$ cat config.mk
export PLATFORM = sky130hd
export DESIGN_NAME = parking_gate_controller_flat
export DESIGN_NICKNAME = d
export VERILOG_FILES = /design/src/rtl/parking_gate_controller_pkg.sv /design/src/rtl/parking_gate_controller_if.sv /design/src/rtl/parking_gate_controller_edge_detect.sv /design/src/rtl/parking_gate_controller.sv /design/src/flat_wrapper.sv
export SDC_FILE = /design/constraint.sdc
export NUM_CORES = 1
export LEC_CHECK = 0
export CAP_MARGIN = 15
export CELL_PAD_IN_SITES_DETAIL_PLACEMENT = 2
export CELL_PAD_IN_SITES_GLOBAL_PLACEMENT = 2
export CORE_MARGIN = 10
export CORE_UTILIZATION = 34
export DETAILED_ROUTE_END_ITERATION = 6
export PLACE_DENSITY_LB_ADDON = 0.1
export SYNTH_ARGS = -nofsm -noshare
export SYNTH_HDL_FRONTEND = slang
export SYNTH_SLANG_ARGS = --single-unit
$ cat constraint.sdc
create_clock -name clk -period 4.1 [get_ports clk]
set_input_delay 1.025 -clock clk [delete_from_list [all_inputs] [get_ports clk]]
set_output_delay 1.025 -clock clk [all_outputs]
set_load 0.01 [all_outputs]
$ cat src/rtl/parking_gate_controller_pkg.sv
// Shared definitions for the parking gate controller.
// Holds the FSM state encoding and the default configuration constants.
// No ports (package).
package parking_pkg;

    localparam int unsigned DEFAULT_CAPACITY    = 8;
    localparam int unsigned DEFAULT_OPEN_CYCLES = 20;
    localparam int unsigned DEFAULT_CNT_W       = 8;

    typedef enum logic [1:0] {
        IDLE     = 2'd0,
        OPEN_IN  = 2'd1,
        OPEN_OUT = 2'd2
    } gate_state_e;

endpackage

$ cat src/rtl/parking_gate_controller_if.sv
// Signal bundle between the gate controller and its environment.
// master: drives the buttons and observes the gate/occupancy status.
// slave : the controller; samples the buttons and drives the status.
//   entryButton, exitButton : debounced request levels
//   gateOpen, gateDir       : gate actuator and direction (1 = entry)
//   occupancy, full, empty  : car count and its decodes
//   rejected                : one-cycle pulse per dropped request
interface parking_gate_controller_if #(
    parameter int unsigned CNT_W = parking_pkg::DEFAULT_CNT_W
);

    logic             entryButton;
    logic             exitButton;
    logic             gateOpen;
    logic             gateDir;
    logic [CNT_W-1:0] occupancy;
    logic             full;
    logic             empty;
    logic             rejected;

    modport master (
        output entryButton, exitButton,
        input  gateOpen, gateDir, occupancy, full, empty, rejected
    );

    modport slave (
        input  entryButton, exitButton,
        output gateOpen, gateDir, occupancy, full, empty, rejected
    );

endinterface

$ cat src/rtl/parking_gate_controller_edge_detect.sv
// Rising-edge detector for a synchronous level.
//   clk, rst : clock, asynchronous active-high reset
//   level_i  : input level
//   pulse_c  : combinational one-cycle pulse on a low-to-high transition
// The detector is disarmed by reset and only arms once the level has been
// seen low, so a level already high at reset release produces no pulse.
module edge_detect (
    input  logic clk,
    input  logic rst,
    input  logic level_i,
    output logic pulse_c
);

    logic prev_q;
    logic armed_q;

    // Previous-level register and arming flag
    always_ff @(posedge clk or posedge rst) begin
        if (rst) begin
            prev_q  <= 1'b0;
            armed_q <= 1'b0;
        end else begin
            prev_q <= level_i;
            if (!level_i) begin
                armed_q <= 1'b1;
            end
        end
    end

    assign pulse_c = level_i & ~prev_q & armed_q;

endmodule

$ cat src/rtl/parking_gate_controller.sv
// Parking gate controller: counts cars, opens the gate for a fixed window
// per granted entry/exit request and rejects requests it cannot serve.
//   clk, rst : clock, asynchronous active-high reset
//   bus      : slave side of parking_gate_controller_if
//              (entryButton/exitButton in; gateOpen, gateDir, occupancy,
//               full, empty, rejected out)
// Build option: PARK_EXIT_PRIORITY_EN -- when defined, simultaneous servable
// requests grant exit first; otherwise entry first.
module parking_gate_controller
    import parking_pkg::*;
#(
    parameter int unsigned CAPACITY    = DEFAULT_CAPACITY,
    parameter int unsigned OPEN_CYCLES = DEFAULT_OPEN_CYCLES,
    parameter int unsigned CNT_W       = DEFAULT_CNT_W
) (
    input  logic                      clk,
    input  logic                      rst,
    parking_gate_controller_if.slave  bus
);

    localparam int unsigned TMR_W = (OPEN_CYCLES > 1) ? $clog2(OPEN_CYCLES) : 1;
    localparam logic [TMR_W-1:0] TMR_LOAD = TMR_W'(OPEN_CYCLES - 1);
    localparam logic [CNT_W-1:0] CAP      = CNT_W'(CAPACITY);

`ifdef PARK_EXIT_PRIORITY_EN
    localparam bit EXIT_FIRST = 1'b1;
`else
    localparam bit EXIT_FIRST = 1'b0;
`endif

    gate_state_e      state_q, state_d;
    logic [CNT_W-1:0] occ_q, occ_d;
    logic [TMR_W-1:0] tmr_q, tmr_d;
    logic             pend_in_q, pend_in_d;
    logic             pend_out_q, pend_out_d;
    logic             gate_open_q, gate_open_d;
    logic             gate_dir_q, gate_dir_d;
    logic             rej_q, rej_d;

    logic entry_pulse_c, exit_pulse_c;
    logic full_c, empty_c;
    logic can_in_c, can_out_c;
    logic clr_in_c, clr_out_c;

    edge_detect u_entry_edge (
        .clk     (clk),
        .rst     (rst),
        .level_i (bus.entryButton),
        .pulse_c (entry_pulse_c)
    );

    edge_detect u_exit_edge (
        .clk     (clk),
        .rst     (rst),
        .level_i (bus.exitButton),
        .pulse_c (exit_pulse_c)
    );

    assign full_c    = (occ_q == CAP);
    assign empty_c   = (occ_q == '0);
    assign can_in_c  = pend_in_q  && !full_c;
    assign can_out_c = pend_out_q && !empty_c;

    // Next-state and output logic
    always_comb begin
        state_d     = state_q;
        occ_d       = occ_q;
        tmr_d       = tmr_q;
        gate_open_d = gate_open_q;
        gate_dir_d  = gate_dir_q;
        rej_d       = 1'b0;
        clr_in_c    = 1'b0;
        clr_out_c   = 1'b0;

        case (state_q)
            IDLE: begin
                if (can_out_c && (EXIT_FIRST || !can_in_c)) begin
                    state_d     = OPEN_OUT;
                    occ_d       = occ_q - CNT_W'(1);
                    tmr_d       = TMR_LOAD;
                    gate_open_d = 1'b1;
                    gate_dir_d  = 1'b0;
                    clr_out_c   = 1'b1;
                end else if (can_in_c) begin
                    state_d     = OPEN_IN;
                    occ_d       = occ_q + CNT_W'(1);
                    tmr_d       = TMR_LOAD;
                    gate_open_d = 1'b1;
                    gate_dir_d  = 1'b1;
                    clr_in_c    = 1'b1;
                end
                // Unservable requests are dropped now rather than left to
                // become servable once the other direction changes the count.
                if ((pend_in_q && full_c) || (pend_out_q && empty_c)) begin
                    rej_d = 1'b1;
                    if (pend_in_q && full_c) begin
                        clr_in_c = 1'b1;
                    end
                    if (pend_out_q && empty_c) begin
                        clr_out_c = 1'b1;
                    end
                end
            end
            OPEN_IN, OPEN_OUT: begin
                if (tmr_q == '0) begin
                    state_d     = IDLE;
                    gate_open_d = 1'b0;
                end else begin
                    tmr_d = tmr_q - TMR_W'(1);
                end
            end
            default: begin
                state_d     = IDLE;
                gate_open_d = 1'b0;
            end
        endcase

        // An edge arriving while already pending is absorbed.
        pend_in_d  = clr_in_c  ? 1'b0 : (pend_in_q  | entry_pulse_c);
        pend_out_d = clr_out_c ? 1'b0 : (pend_out_q | exit_pulse_c);
    end

    // State and output registers
    always_ff @(posedge clk or posedge rst) begin
        if (rst) begin
            state_q     <= IDLE;
            occ_q       <= '0;
            tmr_q       <= '0;
            pend_in_q   <= 1'b0;
            pend_out_q  <= 1'b0;
            gate_open_q <= 1'b0;
            gate_dir_q  <= 1'b0;
            rej_q       <= 1'b0;
        end else begin
            state_q     <= state_d;
            occ_q       <= occ_d;
            tmr_q       <= tmr_d;
            pend_in_q   <= pend_in_d;
            pend_out_q  <= pend_out_d;
            gate_open_q <= gate_open_d;
            gate_dir_q  <= gate_dir_d;
            rej_q       <= rej_d;
        end
    end

    assign bus.gateOpen  = gate_open_q;
    assign bus.gateDir   = gate_dir_q;
    assign bus.occupancy = occ_q;
    assign bus.full      = full_c;
    assign bus.empty     = empty_c;
    assign bus.rejected  = rej_q;

endmodule
$ cat src/flat_wrapper.sv
// flat-port wrapper written by rule: the top's interface ports become plain ports
module parking_gate_controller_flat import parking_pkg::*;
#(
    parameter int unsigned CAPACITY    = DEFAULT_CAPACITY,
    parameter int unsigned OPEN_CYCLES = DEFAULT_OPEN_CYCLES,
    parameter int unsigned CNT_W       = DEFAULT_CNT_W
)
  (clk, rst, bus_entryButton, bus_exitButton, bus_gateOpen, bus_gateDir, bus_occupancy, bus_full, bus_empty, bus_rejected);
  parking_gate_controller_if #(.CNT_W(CNT_W)) bus_i ();
  input  logic clk;
  input  logic rst;
  input wire logic [$bits(bus_i.entryButton)-1:0] bus_entryButton;
  input wire logic [$bits(bus_i.exitButton)-1:0] bus_exitButton;
  output wire logic [$bits(bus_i.gateOpen)-1:0] bus_gateOpen;
  output wire logic [$bits(bus_i.gateDir)-1:0] bus_gateDir;
  output wire logic [$bits(bus_i.occupancy)-1:0] bus_occupancy;
  output wire logic [$bits(bus_i.full)-1:0] bus_full;
  output wire logic [$bits(bus_i.empty)-1:0] bus_empty;
  output wire logic [$bits(bus_i.rejected)-1:0] bus_rejected;
  assign bus_i.entryButton = bus_entryButton;
  assign bus_i.exitButton = bus_exitButton;
  assign bus_gateOpen = bus_i.gateOpen;
  assign bus_gateDir = bus_i.gateDir;
  assign bus_occupancy = bus_i.occupancy;
  assign bus_full = bus_i.full;
  assign bus_empty = bus_i.empty;
  assign bus_rejected = bus_i.rejected;
  parking_gate_controller #(.CAPACITY(CAPACITY), .OPEN_CYCLES(OPEN_CYCLES), .CNT_W(CNT_W)) u_core (.clk(clk), .rst(rst), .bus(bus_i));
endmodule
==> impl_results.md, run 1 <==
* Status: finished, final reports clean
* Distinct cells, synth at 46
* DR WL/cell at 17.49 um
* Total GRT Usage at 10.90%
* Post-synth top cells: 24 x dfrtp_1, 14 x nor2_1, 12 x nand2_1
* Post-Place Cells at 206
* Min-Delay Path Class: reg -> reg
* Number of antenna diodes at 0
* Stages on the worst setup path at 4
* P per Cell Area at 882.2 nW/um^2
* Row count at 23
* Crit start category: register
* Die area at 7195 sq um
* WP buf/inv at 1
* Die Span Y at 84.83 um
* Synth Warn # at 0
* Vias in the first global route at 1,253
* Clk slew on worst S/H paths at 90 ps
* DR vias at 1,141
* Largest delay share family, worst path: simple AND/OR/NAND/NOR gates
* Hold buffer count at CTS at 0
* Clock insertion delay at the later pin of the skew report at 270 ps
* Clock period minus worst slack at 3414 ps
* Post-synth top area cell: dfrtp_1
* Critical path arrival at 2390 ps
* Synth Net Count at 158
* Hold depth at 1
* Longest Clk Path Bufs at 2
* CTS buffer count at 3
* Register area share after synthesis at 42.03%
* Final setup viols at 0
* Max incr delay on CP at 570 ps
* Synth area leaders: dfrtp_1 42%, ha_1 5.3%, nor2_1 3.7%
* Post-DP HPWL at 2799 um
* CP Max Fanout at 11
* Hold_sp: u_core.u_entry_edge.armed_q$_DFFE_PP0N_
* Net count, final at 171
* H-tree depth at 1
* Layout fillers at 445
* Largest net degree at the start of global routing at 25
* Routed Antenna Nets at 0
* Core ar. at 4029 sq um
* Final Max Tran Viols at 0
* Kind of critical path: reg -> out
* FF-to-FF Start: u_core.bus.occupancy[4]$_DFFE_PP0P_
* Slew margin rel. at 37.20%
* Syn Area/Cell at 9.655 sq um
* GPL Wtd Cong at 0.7771
* CTS tree: yes
* Setup bufs post-CTS at 0
* Max reg flops at 8
* Share of layout cells above drive strength 1 at 10.00%
* FF-to-FF path depth at 9
* Port Buffer Count at 16
* PostCTS Resize Cnt at 0
* Post-Syn Instances at 148
* Crit share post-route at 83.26%
* DRC viols at 0
* Netlist Area Pre-Place at 1429 sq um
* Start point of the critical path: u_core.bus.occupancy[4]$_DFFE_PP0P_
* Clock root buffer: clkbuf_8
* Kind of capture point of the worst setup path: output pin
* Final WL at 3672 um
* First-pass GRT wire length at 6389 um
* GRT Residual Overflow at 0
* # IOs at 17
* Sink Count at 24
* Async SR Flop Fraction at 100.0%
* Non-filler cells, final at 210
* Req. time, crit path at 3070 ps
* Max Cap Viol at 0
* First-iteration detailed-routing DRC count at 47
* Critical-path top delay cell: clkdlybuf4s50_1
* Main flop type after synthesis: dfrtp_1
* Setup Skew at 4.794 ps
* Worst-margin pin slew at 940.9 ps
* Fmax at 0.2929 GHz
* Vias per cell at 5.433
* Leakage at 0.6791 nW
* Yosys reg bits at 24
* Initial Util at 35.47%
* Setup_tns at 0 ps
* CP Cell Sequence: or4_4 > or2_1 > nor2_1 > clkdlybuf4s50_1
* Antenna violations before repair at 0
* DRT Pass-1 Iters at 4
* Most frequent cell after synthesis: dfrtp_1
* Peak supply drop at 0.0003662 V
* RSZ-0062 raised after global routing: no
* Flop2flop setup slack at 860 ps
* Total power draw at 1.470 mW
* EDFF count, synth at 0
* Share of the synthesized area in the top cell type at 42.03%
* Final hold violation count at 0
* Layout overhead on the synthesized area at 16.64%
* Width of the die at 84.83 um
-- worst paths after layout --
path | endpoint
worst max-delay path | bus_empty
worst min-delay path | u_core.u_entry_edge.armed_q$_DFFE_PP0N_
worst max register to register | u_core.bus.occupancy[6]$_DFFE_PP0P_
worst min register to register | u_core.u_entry_edge.armed_q$_DFFE_PP0N_
max in group asynchronous | u_core.tmr_q[0]$_DFFE_PP0P_
min in group asynchronous | u_core.bus.occupancy[7]$_DFFE_PP0P_
-- routing by layer --
layer / vias up / track usage [%] / part of all wire (%)
met5: - / 0 / 0
met4: 0 / 4.790 / 1.9
met3: 6 / 2.199 / 3.1
met2: 13 / 17.64 / 47
met1: 579 / 13.64 / 48
li1: 543 / - / -
-- layout make-up --
type                            instances  area [sq um]  area share (%)
Multi-Input combinational cell        106         728.2           43.69
Sequential cell                        24         600.6           36.04
Timing Repair Buffer                   17         167.7           10.06
Tap cell                               50         62.56           3.754
Clock buffer                            3         41.29           2.477
Inverter                                9         36.28           2.177
Clock inverter                          1         30.03           1.802
-- through the flow --
stage	setup slack (ps)	utilization [%]	hold slack, ps	instance area (sq um)
after detailed placement	871.9	39.60	453.6	1595
after floorplan	1097	-	435.1	1429
after global routing	535.5	41.37	497.2	1667
after CTS	658.1	41.37	479.8	1667
after global placement	1031	39.60	449.8	1595
final	686.3	41.37	475.0	1667
-- logic make-up (layout without fill, tap and decap cells) --
| logic type | count (synthesis) | after routing | share of synthesized area, % |
|---|---|---|---|
| and+or+nand+nor | 53 | 53 | 18.91 |
| buffers and inverters | 18 | 30 | 7.006 |
| adders and majority gates | 6 | 6 | 5.254 |
| xor gates and xnor gates | 10 | 10 | 6.129 |
| AOI/OAI and AO/OA | 33 | 33 | 17.60 |
| DFF | 24 | 24 | 42.03 |
| muxes | 4 | 4 | 3.065 |
-- placed cells by master (no fill, tap or decap), types with 2 or more instances in the layout --
| cell type | synthesis | final |
|---|---|---|
| nand4_1 | 2 | 2 |
| dfrtp_1 | 24 | 24 |
| clkbuf_8 | 0 | 3 |
| a31oi_1 | 4 | 4 |
| and2_1 | 3 | 3 |
| nand2b_1 | 4 | 4 |
| a21oi_1 | 3 | 3 |
| a32o_1 | 2 | 2 |
| o21ai_0 | 8 | 8 |
| nor3_1 | 3 | 3 |
| a22oi_1 | 2 | 2 |
| nand3_1 | 4 | 4 |
| clkdlybuf4s50_1 | 0 | 16 |
| ha_1 | 6 | 6 |
| nor2_1 | 14 | 14 |
| xnor2_1 | 5 | 5 |
| or3_1 | 2 | 2 |
| mux2_2 | 3 | 3 |
| xor2_1 | 5 | 5 |
| nand2_1 | 12 | 12 |
| inv_1 | 8 | 8 |
-- power breakdown --
part           internal, mW  leakage, nW  total, mW  switching (mW)
Clock                 0.131       0.0357      0.211          0.0803
Combinational         0.381        0.362      0.791           0.411
Sequential            0.324        0.282      0.468           0.144
Total                 0.835        0.679       1.47           0.635
-- worst register-to-register path, stage by stage, from the launching register on --
cell and delay (ps):
dfrtp_1 510, or4_4 560, or2_1 330, a21oi_4 330, xnor2_1 130, ha_1 270, o41a_1 350, a221oi_2 310
xnor2_1 100, mux2_2 260
(Power assumes the default switching activity.)
==> inputs of run 2 (changes only) <==
--- a/config.mk
+++ b/config.mk
@@ -9,7 +9,7 @@
 export CELL_PAD_IN_SITES_DETAIL_PLACEMENT = 2
 export CELL_PAD_IN_SITES_GLOBAL_PLACEMENT = 2
 export CORE_MARGIN = 10
-export CORE_UTILIZATION = 34
+export CORE_UTILIZATION = 31
 export DETAILED_ROUTE_END_ITERATION = 6
 export PLACE_DENSITY_LB_ADDON = 0.1
 export SYNTH_ARGS = -nofsm -noshare
==> constraint.sdc (replaced) <==
create_clock -name clk -period 2.7 [get_ports clk]
set_input_delay 0.675 -clock clk [delete_from_list [all_inputs] [get_ports clk]]
set_output_delay 0.675 -clock clk [all_outputs]
set_load 0.01 [all_outputs]
==> run 2 against run 1 <==
Against the previous run:
- the run now ends with setup timing left
- global-route usage is 1.4 points higher
- clock-buffer cell count stayed put
- clock skew is 0.83 ps higher
- register-to-register slack worse by 920 ps
- final area is 15% higher
- largest cell class unchanged
==> impl_results.md, run 2 (same netlist as run 1, synthesis figures left out) <==
* Flop2flop setup slack at -60 ps (was 860 ps)
* Worst-margin pin slew at 387.4 ps (was 940.9 ps)
* Clk slew on worst S/H paths at 100 ps (was 90 ps)
* GPL Wtd Cong at 0.8177 (was 0.7771)
* Final hold violation count at 0 (unchanged)
* Req. time, crit path at 2860 ps (was 3070 ps)
* Clock insertion delay at the later pin of the skew report at 270 ps (about the same)
* GR Util met3 at 2.786% (was 2.199%)
* Post-DP HPWL at 3333 um (was 2799 um)
* # IOs at 17 (unchanged)
* Vias per cell at 5.347 (was 5.433)
* Status: complete, but fails checks (was finished, final reports clean)
* Row count at 24 (was 23)
* Largest net degree at the start of global routing at 25 (unchanged)
* Peak supply drop at 0.0005186 V (was 0.0003662 V)
* GRT Residual Overflow at 0 (unchanged)
* DRC viols at 0 (unchanged)
* P per Cell Area at 1397 nW/um^2 (was 882.2 nW/um^2)
* Kind of critical path: reg -> reg (was reg -> out)
* Sink Count at 24 (unchanged)
* Width of the die at 87.89 um (was 84.83 um)
* Met1 Usage GRT at 14.85% (was 13.64%)
* Commonest non-fill, non-tap cell in the layout: buf_4 (was dfrtp_1)
* Max reg flops at 8 (unchanged)
* Port Buffer Count at 16 (unchanged)
* Slew margin rel. at 74.17% (was 37.20%)
* Critical path arrival at 2920 ps (was 2390 ps)
* Crit start category: register (unchanged)
* Initial Util at 32.37% (was 35.47%)
* Core ar. at 4414 sq um (was 4029 sq um)
* Max Cap Viol at 0 (unchanged)
* Longest Clk Path Bufs at 2 (unchanged)
* Total power draw at 2.677 mW (was 1.470 mW)
* H-tree depth at 1 (unchanged)
* Antenna violations before repair at 0 (unchanged)
* Clock root buffer: clkbuf_8 (unchanged)
* Hold Path Sink: u_core.u_exit_edge.armed_q$_DFFE_PP0N_ (was u_core.u_entry_edge.armed_q$_DFFE_PP0N_)
* CP Max Fanout at 3 (was 11)
* Leakage at 0.8207 nW (was 0.6791 nW)
* Layout overhead on the synthesized area at 34.15% (was 16.64%)
* Hold buffer count at CTS at 0 (unchanged)
* Hold depth at 1 (unchanged)
* Kind of capture point of the worst setup path: register (was output pin)
* Setup ws final at -62.87 ps (was 686.3 ps)
* Final setup viols at 2 (was 0)
* Total GRT Usage at 12.35% (was 10.90%)
* Net count, final at 198 (was 171)
* Die Span Y at 87.89 um (was 84.83 um)
* Met2 Use GR at 21.36% (was 17.64%)
* Failing checks: setup timing
* DR WL/cell at 18.93 um (was 17.49 um)
* Final Core Density at 43.42% (was 41.37%)
* CTS buffer count at 3 (unchanged)
* DR vias at 1,278 (was 1,141)
* DRT Pass-1 Iters at 2 (was 4)
* Most frequent cells in the layout: 27 x buf_4, 24 x dfrtp_1, 14 x clkdlybuf4s50_1 (was 24 x dfrtp_1, 16 x clkdlybuf4s50_1, 14 x nor2_1)
* Crit share post-route at 102.3%
* CTS tree: yes (unchanged)
* First-iteration detailed-routing DRC count at 23 (was 47)
* Die area at 7725 sq um (was 7195 sq um)
* FF-to-FF Start: u_core.bus.occupancy[7]$_DFFE_PP0P_ (was u_core.bus.occupancy[4]$_DFFE_PP0P_)
* Share of layout cells above drive strength 1 at 28.34% (was 10.00%)
* Setup Skew at 5.625 ps (was 4.794 ps)
* Final WL at 4524 um (was 3672 um)
* RSZ-0062 raised after global routing: yes (was no)
* Routed Antenna Nets at 0 (unchanged)
* Fmax at 0.3619 GHz
* Critical register-to-register path endpoint: u_core.bus.occupancy[6]$_DFFE_PP0P_ (unchanged)
* Layer with the highest usage: met2 (unchanged)
* Vias in the first global route at 1,434 (was 1,253)
* Hold_sp: u_core.u_exit_edge.armed_q$_DFFE_PP0N_ (was u_core.u_entry_edge.armed_q$_DFFE_PP0N_)
* First-pass GRT wire length at 7555 um (was 6389 um)
* Clock period minus worst slack at 2763 ps
* Min-Delay Path Class: reg -> reg (unchanged)
* FF-to-FF path depth at 9 (unchanged)
* Number of antenna diodes at 0 (unchanged)
* Final Max Tran Viols at 0 (unchanged)
## run 2: cell count changes in the layout (fill, tap and decap cells not counted), sizes merged
| cell | change |
|---|---|
| buf | +27 |
| dlygate4sd2 | +1 |
| clkdlybuf4s50 | -2 |
| clkbuf | +1 |
## run 2: how the worst max path moves through the flow
stage                                        startpoint                                   to  cells past startpoint
floorplan           u_core.bus.occupancy[4]$_DFFE_PP0P_  u_core.bus.occupancy[6]$_DFFE_PP0P_                     11
global placement    u_core.bus.occupancy[7]$_DFFE_PP0P_  u_core.bus.occupancy[7]$_DFFE_PP0P_                     10
detailed placement  u_core.bus.occupancy[7]$_DFFE_PP0P_  u_core.bus.occupancy[7]$_DFFE_PP0P_                     10
CTS                 u_core.bus.occupancy[7]$_DFFE_PP0P_  u_core.bus.occupancy[6]$_DFFE_PP0P_                     10
global route        u_core.bus.occupancy[7]$_DFFE_PP0P_  u_core.bus.occupancy[6]$_DFFE_PP0P_                     10
finish              u_core.bus.occupancy[7]$_DFFE_PP0P_  u_core.bus.occupancy[6]$_DFFE_PP0P_                      9
## run 2: worst max-delay path, cell delays in order (launching register included)
cell and delay (ps):
dfrtp_1 390, or4_4 560, or2_4 260, a21oi_4 170, xnor2_1 90, ha_2 190, o41a_1 320, a221oi_2 280
xnor2_1 100, mux2_2 280
## run 2: where the power goes
part / internal, mW / switching, mW
logic: 0.867 / 0.883
registers: 0.494 / 0.106
clock network: 0.198 / 0.128
## run 2: stage by stage
| step | std cells | hold slack, ps | setup TNS [ps] | setup slack, ps | area, sq um |
|---|---|---|---|---|---|
| floorplan | 148 | 435.1 | -356.2 | -264.3 | 1435 |
| global placement | 231 | 449.1 | -2.687 | -2.687 | 1777 |
| detailed placement | 231 | 461.2 | -227.6 | -94.71 | 1777 |
| CTS | 237 | 487.5 | -84.90 | -68.01 | 1892 |
| global route | 239 | 520.9 | -369.9 | -168.9 | 1917 |
| finish | 239 | 480.0 | -66.66 | -62.87 | 1917 |
## run 2: layout make-up
type	count	area [sq um]
Fill cell	490	2497
Multi-Input combinational cell	106	775.7
Sequential cell	24	600.6
Timing Repair Buffer	44	367.9
Tap cell	52	65.06
Clock buffer	3	41.29
Inverter	9	36.28
Clock inverter	1	30.03
## run 2: metal layers
layer / vias to the layer above / routed length (um)
li1: 599 / -
met5: - / 0
met3: 4 / 152
met4: 0 / 31
met2: 12 / 2297
met1: 663 / 2042
## run 2: timing repair
action | 4_1_cts | 5_1_grt
endpoints found under the setup margin | 5 | 6
buffers inserted | 2 | 2
gates resized for setup | 9 | 6
pin swaps | 3 | 5
==> inputs of run 3 (changes only) <==
--- a/config.mk
+++ b/config.mk
@@ -8,7 +8,7 @@
 export CAP_MARGIN = 15
 export CELL_PAD_IN_SITES_DETAIL_PLACEMENT = 2
 export CELL_PAD_IN_SITES_GLOBAL_PLACEMENT = 2
-export CORE_MARGIN = 10
+export CORE_MARGIN = 4
 export CORE_UTILIZATION = 31
 export DETAILED_ROUTE_END_ITERATION = 6
 export PLACE_DENSITY_LB_ADDON = 0.1
==> run 3 against run 2 <==
Against the previous run:
- the run still ends with setup timing left
- register-to-register slack got worse by 120 ps
- core utilization is 0.48 points higher
- combinational power is 3% higher
- clock power is essentially flat
- clock skew down 1.7 ps
- first-iteration DRC count up 100%
==> impl_results.md, run 3 (same netlist as run 1, synthesis figures left out) <==
* GRT Residual Overflow at 0 (unchanged)
* Seq pwr share at 21.9% (was 22.4%)
* Switching part of the total power at 41.52% (was 41.76%)
* Critical path arrival at 3040 ps (was 2920 ps)
* Final WL at 4427 um (was 4524 um)
* Max reg flops at 8 (unchanged)
* FF-to-FF Start: u_core.bus.occupancy[6]$_DFFE_PP0P_ (was u_core.bus.occupancy[7]$_DFFE_PP0P_)
* Core ar. at 4414 sq um (unchanged)
* Share of layout cells above drive strength 1 at 29.03% (was 28.34%)
* Hold depth at 1 (unchanged)
* Clock share of power at 11.9% (was 12.2%)
* FF-to-FF path depth at 9 (unchanged)
* Fmax at 0.3474 GHz (was 0.3619 GHz)
* Setup ws final at -178.2 ps (was -62.87 ps)
* WHS at 481.1 ps (was 480.0 ps)
* GPL Wtd Cong at 0.8480 (was 0.8177)
* Final Max Tran Viols at 0 (unchanged)
* CTS tree: yes (unchanged)
* Clock root buffer: clkbuf_8 (unchanged)
* Layout overhead on the synthesized area at 35.64% (was 34.15%)
* Kind of critical path: reg -> reg (unchanged)
* DRC viols at 0 (unchanged)
* Longest Clk Path Bufs at 2 (unchanged)
* DRT Pass-1 Iters at 4 (was 2)
* Setup Skew at 3.903 ps (was 5.625 ps)
* Vias in the first global route at 1,424 (was 1,434)
* Slew margin rel. at 71.86% (was 74.17%)
* Initial Util at 32.37% (unchanged)
* CP Max Fanout at 4 (was 3)
* CTS buffer count at 3 (unchanged)
* Peak supply drop at 0.0005470 V (was 0.0005186 V)
* Final setup viols at 3 (was 2)
* Critical register-to-register path endpoint: u_core.bus.occupancy[6]$_DFFE_PP0P_ (unchanged)
* First-iteration detailed-routing DRC count at 46 (was 23)
* Failing checks: setup timing (unchanged)
* Clk slew on worst S/H paths at 90 ps (was 100 ps)
* Hold_sp: u_core.u_exit_edge.armed_q$_DFFE_PP0N_ (unchanged)
* First-pass GRT wire length at 7272 um (was 7555 um)
* Crit share post-route at 106.6% (was 102.3%)
* Vias per cell at 5.290 (was 5.347)
* Die Span Y at 75.89 um (was 87.89 um)
* Req. time, crit path at 2860 ps (about the same)
* Logic pwr share at 66.1% (was 65.4%)
* Most frequent cells in the layout: 26 x buf_4, 24 x dfrtp_1, 14 x nor2_1, 14 x clkdlybuf4s50_1, 12 x nand2_1 (was 27 x buf_4, 24 x dfrtp_1, 14 x clkdlybuf4s50_1)
* Commonest non-fill, non-tap cell in the layout: buf_4 (unchanged)
* Final Core Density at 43.91% (was 43.42%)
* Net count, final at 197 (was 198)
* Hold Path Sink: u_core.u_exit_edge.armed_q$_DFFE_PP0N_ (unchanged)
* Leakage at 0.8316 nW (was 0.8207 nW)
* Number of antenna diodes at 0 (unchanged)
* Antenna violations before repair at 0 (unchanged)
* Row count at 24 (unchanged)
* Largest net degree at the start of global routing at 25 (unchanged)
* Min-Delay Path Class: reg -> reg (unchanged)
* Total GRT Usage at 16.71% (was 12.35%)
* Power Internal at 1.604 mW (was 1.559 mW)
* Total power draw at 2.743 mW (was 2.677 mW)
* Die area at 5759 sq um (was 7725 sq um)
* # IOs at 17 (unchanged)
* Switching power at 1.139 mW (was 1.118 mW)
* Max Cap Viol at 0 (unchanged)
* Setup WS pre-CTS at -155.2 ps (was -94.71 ps)
* Clock period minus worst slack at 2878 ps (was 2763 ps)
* DR vias at 1,259 (was 1,278)
* P per Cell Area at 1415 nW/um^2 (was 1397 nW/um^2)
* Flop2flop setup slack at -180 ps (was -60 ps)
* H-tree depth at 1 (unchanged)
* Status: complete, but fails checks (unchanged)
* Final hold violation count at 0 (unchanged)
* Post-DP HPWL at 3294 um (was 3333 um)
* Width of the die at 75.89 um (was 87.89 um)
* DR WL/cell at 18.60 um (was 18.93 um)
* Worst-margin pin slew at 422.1 ps (was 387.4 ps)
* Port Buffer Count at 16 (unchanged)
* Clock insertion delay at the later pin of the skew report at 270 ps (about the same)
* RSZ-0062 raised after global routing: yes (unchanged)
* Kind of capture point of the worst setup path: register (unchanged)
* Crit start category: register (unchanged)
* Sink Count at 24 (unchanged)
* Routed Antenna Nets at 0 (unchanged)
## run 3: power by group through the flow
stage	Clock [mW]	Combinational (mW)	Sequential (mW)
after global routing	0.353	2.00	0.623
after CTS	0.342	1.66	0.595
after detailed placement	0	1.63	0.604
after global placement	0	1.55	0.590
final	0.327	1.81	0.601
after floorplan	0	0.911	0.639
## run 3: timing repair
item                       4_1_cts  5_1_grt
pin swaps                        2       11
resized for setup                5       13
setup buffers                    0        3
setup endpoints to repair        6        6
hold buffers                     0        0
## run 3: how the worst max path moves through the flow
stage	from	slack, ps	end	depth (start not counted)
6_report	u_core.bus.occupancy[6]$_DFFE_PP0P_	-180	u_core.bus.occupancy[6]$_DFFE_PP0P_	9
5_1_grt	u_core.bus.occupancy[6]$_DFFE_PP0P_	-300	u_core.bus.occupancy[6]$_DFFE_PP0P_	9
4_1_cts	u_core.bus.occupancy[7]$_DFFE_PP0P_	-130	u_core.bus.occupancy[6]$_DFFE_PP0P_	10
3_5_place_dp	u_core.bus.occupancy[7]$_DFFE_PP0P_	-160	u_core.bus.occupancy[6]$_DFFE_PP0P_	10
3_3_place_gp	u_core.bus.occupancy[7]$_DFFE_PP0P_	-50	u_core.bus.occupancy[7]$_DFFE_PP0P_	10
2_1_floorplan	u_core.bus.occupancy[4]$_DFFE_PP0P_	-260	u_core.bus.occupancy[6]$_DFFE_PP0P_	11
## run 3: stage by stage
stage	setup TNS, ps	instances	instance area, sq um
floorplan	-356.2	148	1435
global placement	-53.80	231	1777
detailed placement	-319.5	231	1777
CTS	-155.5	235	1857
global route	-856.1	238	1938
finish	-335.9	238	1938
## run 3: critical path: stages (launching register included)
cell	delay, ps
dfrtp_1	410
or4_4	580
or2_4	270
a21oi_4	230
xnor2_2	90
ha_2	190
o41a_1	330
a221oi_2	290
xnor2_1	120
mux2_4	270
## run 3: final cells by class
class | instances | area, sq um
clock buffer | 3 | 41.29
clock inverter | 1 | 30.03
fill | 482 | 2476
inverter | 9 | 41.29
multi-input combinational | 106 | 799.5
sequential | 24 | 600.6
tap | 52 | 65.06
timing repair buffer | 43 | 360.3
## run 3: routing by layer
| metal | vias up | global-route usage (%) | share of wire (%) |
|---|---|---|---|
| li1 | 596 | - | - |
| met1 | 637 | 21.79 | 46 |
| met2 | 18 | 29.18 | 50 |
| met3 | 8 | 2.243 | 2.4 |
| met4 | 0 | 3.689 | 1.7 |
| met5 | - | 0 | 0 |
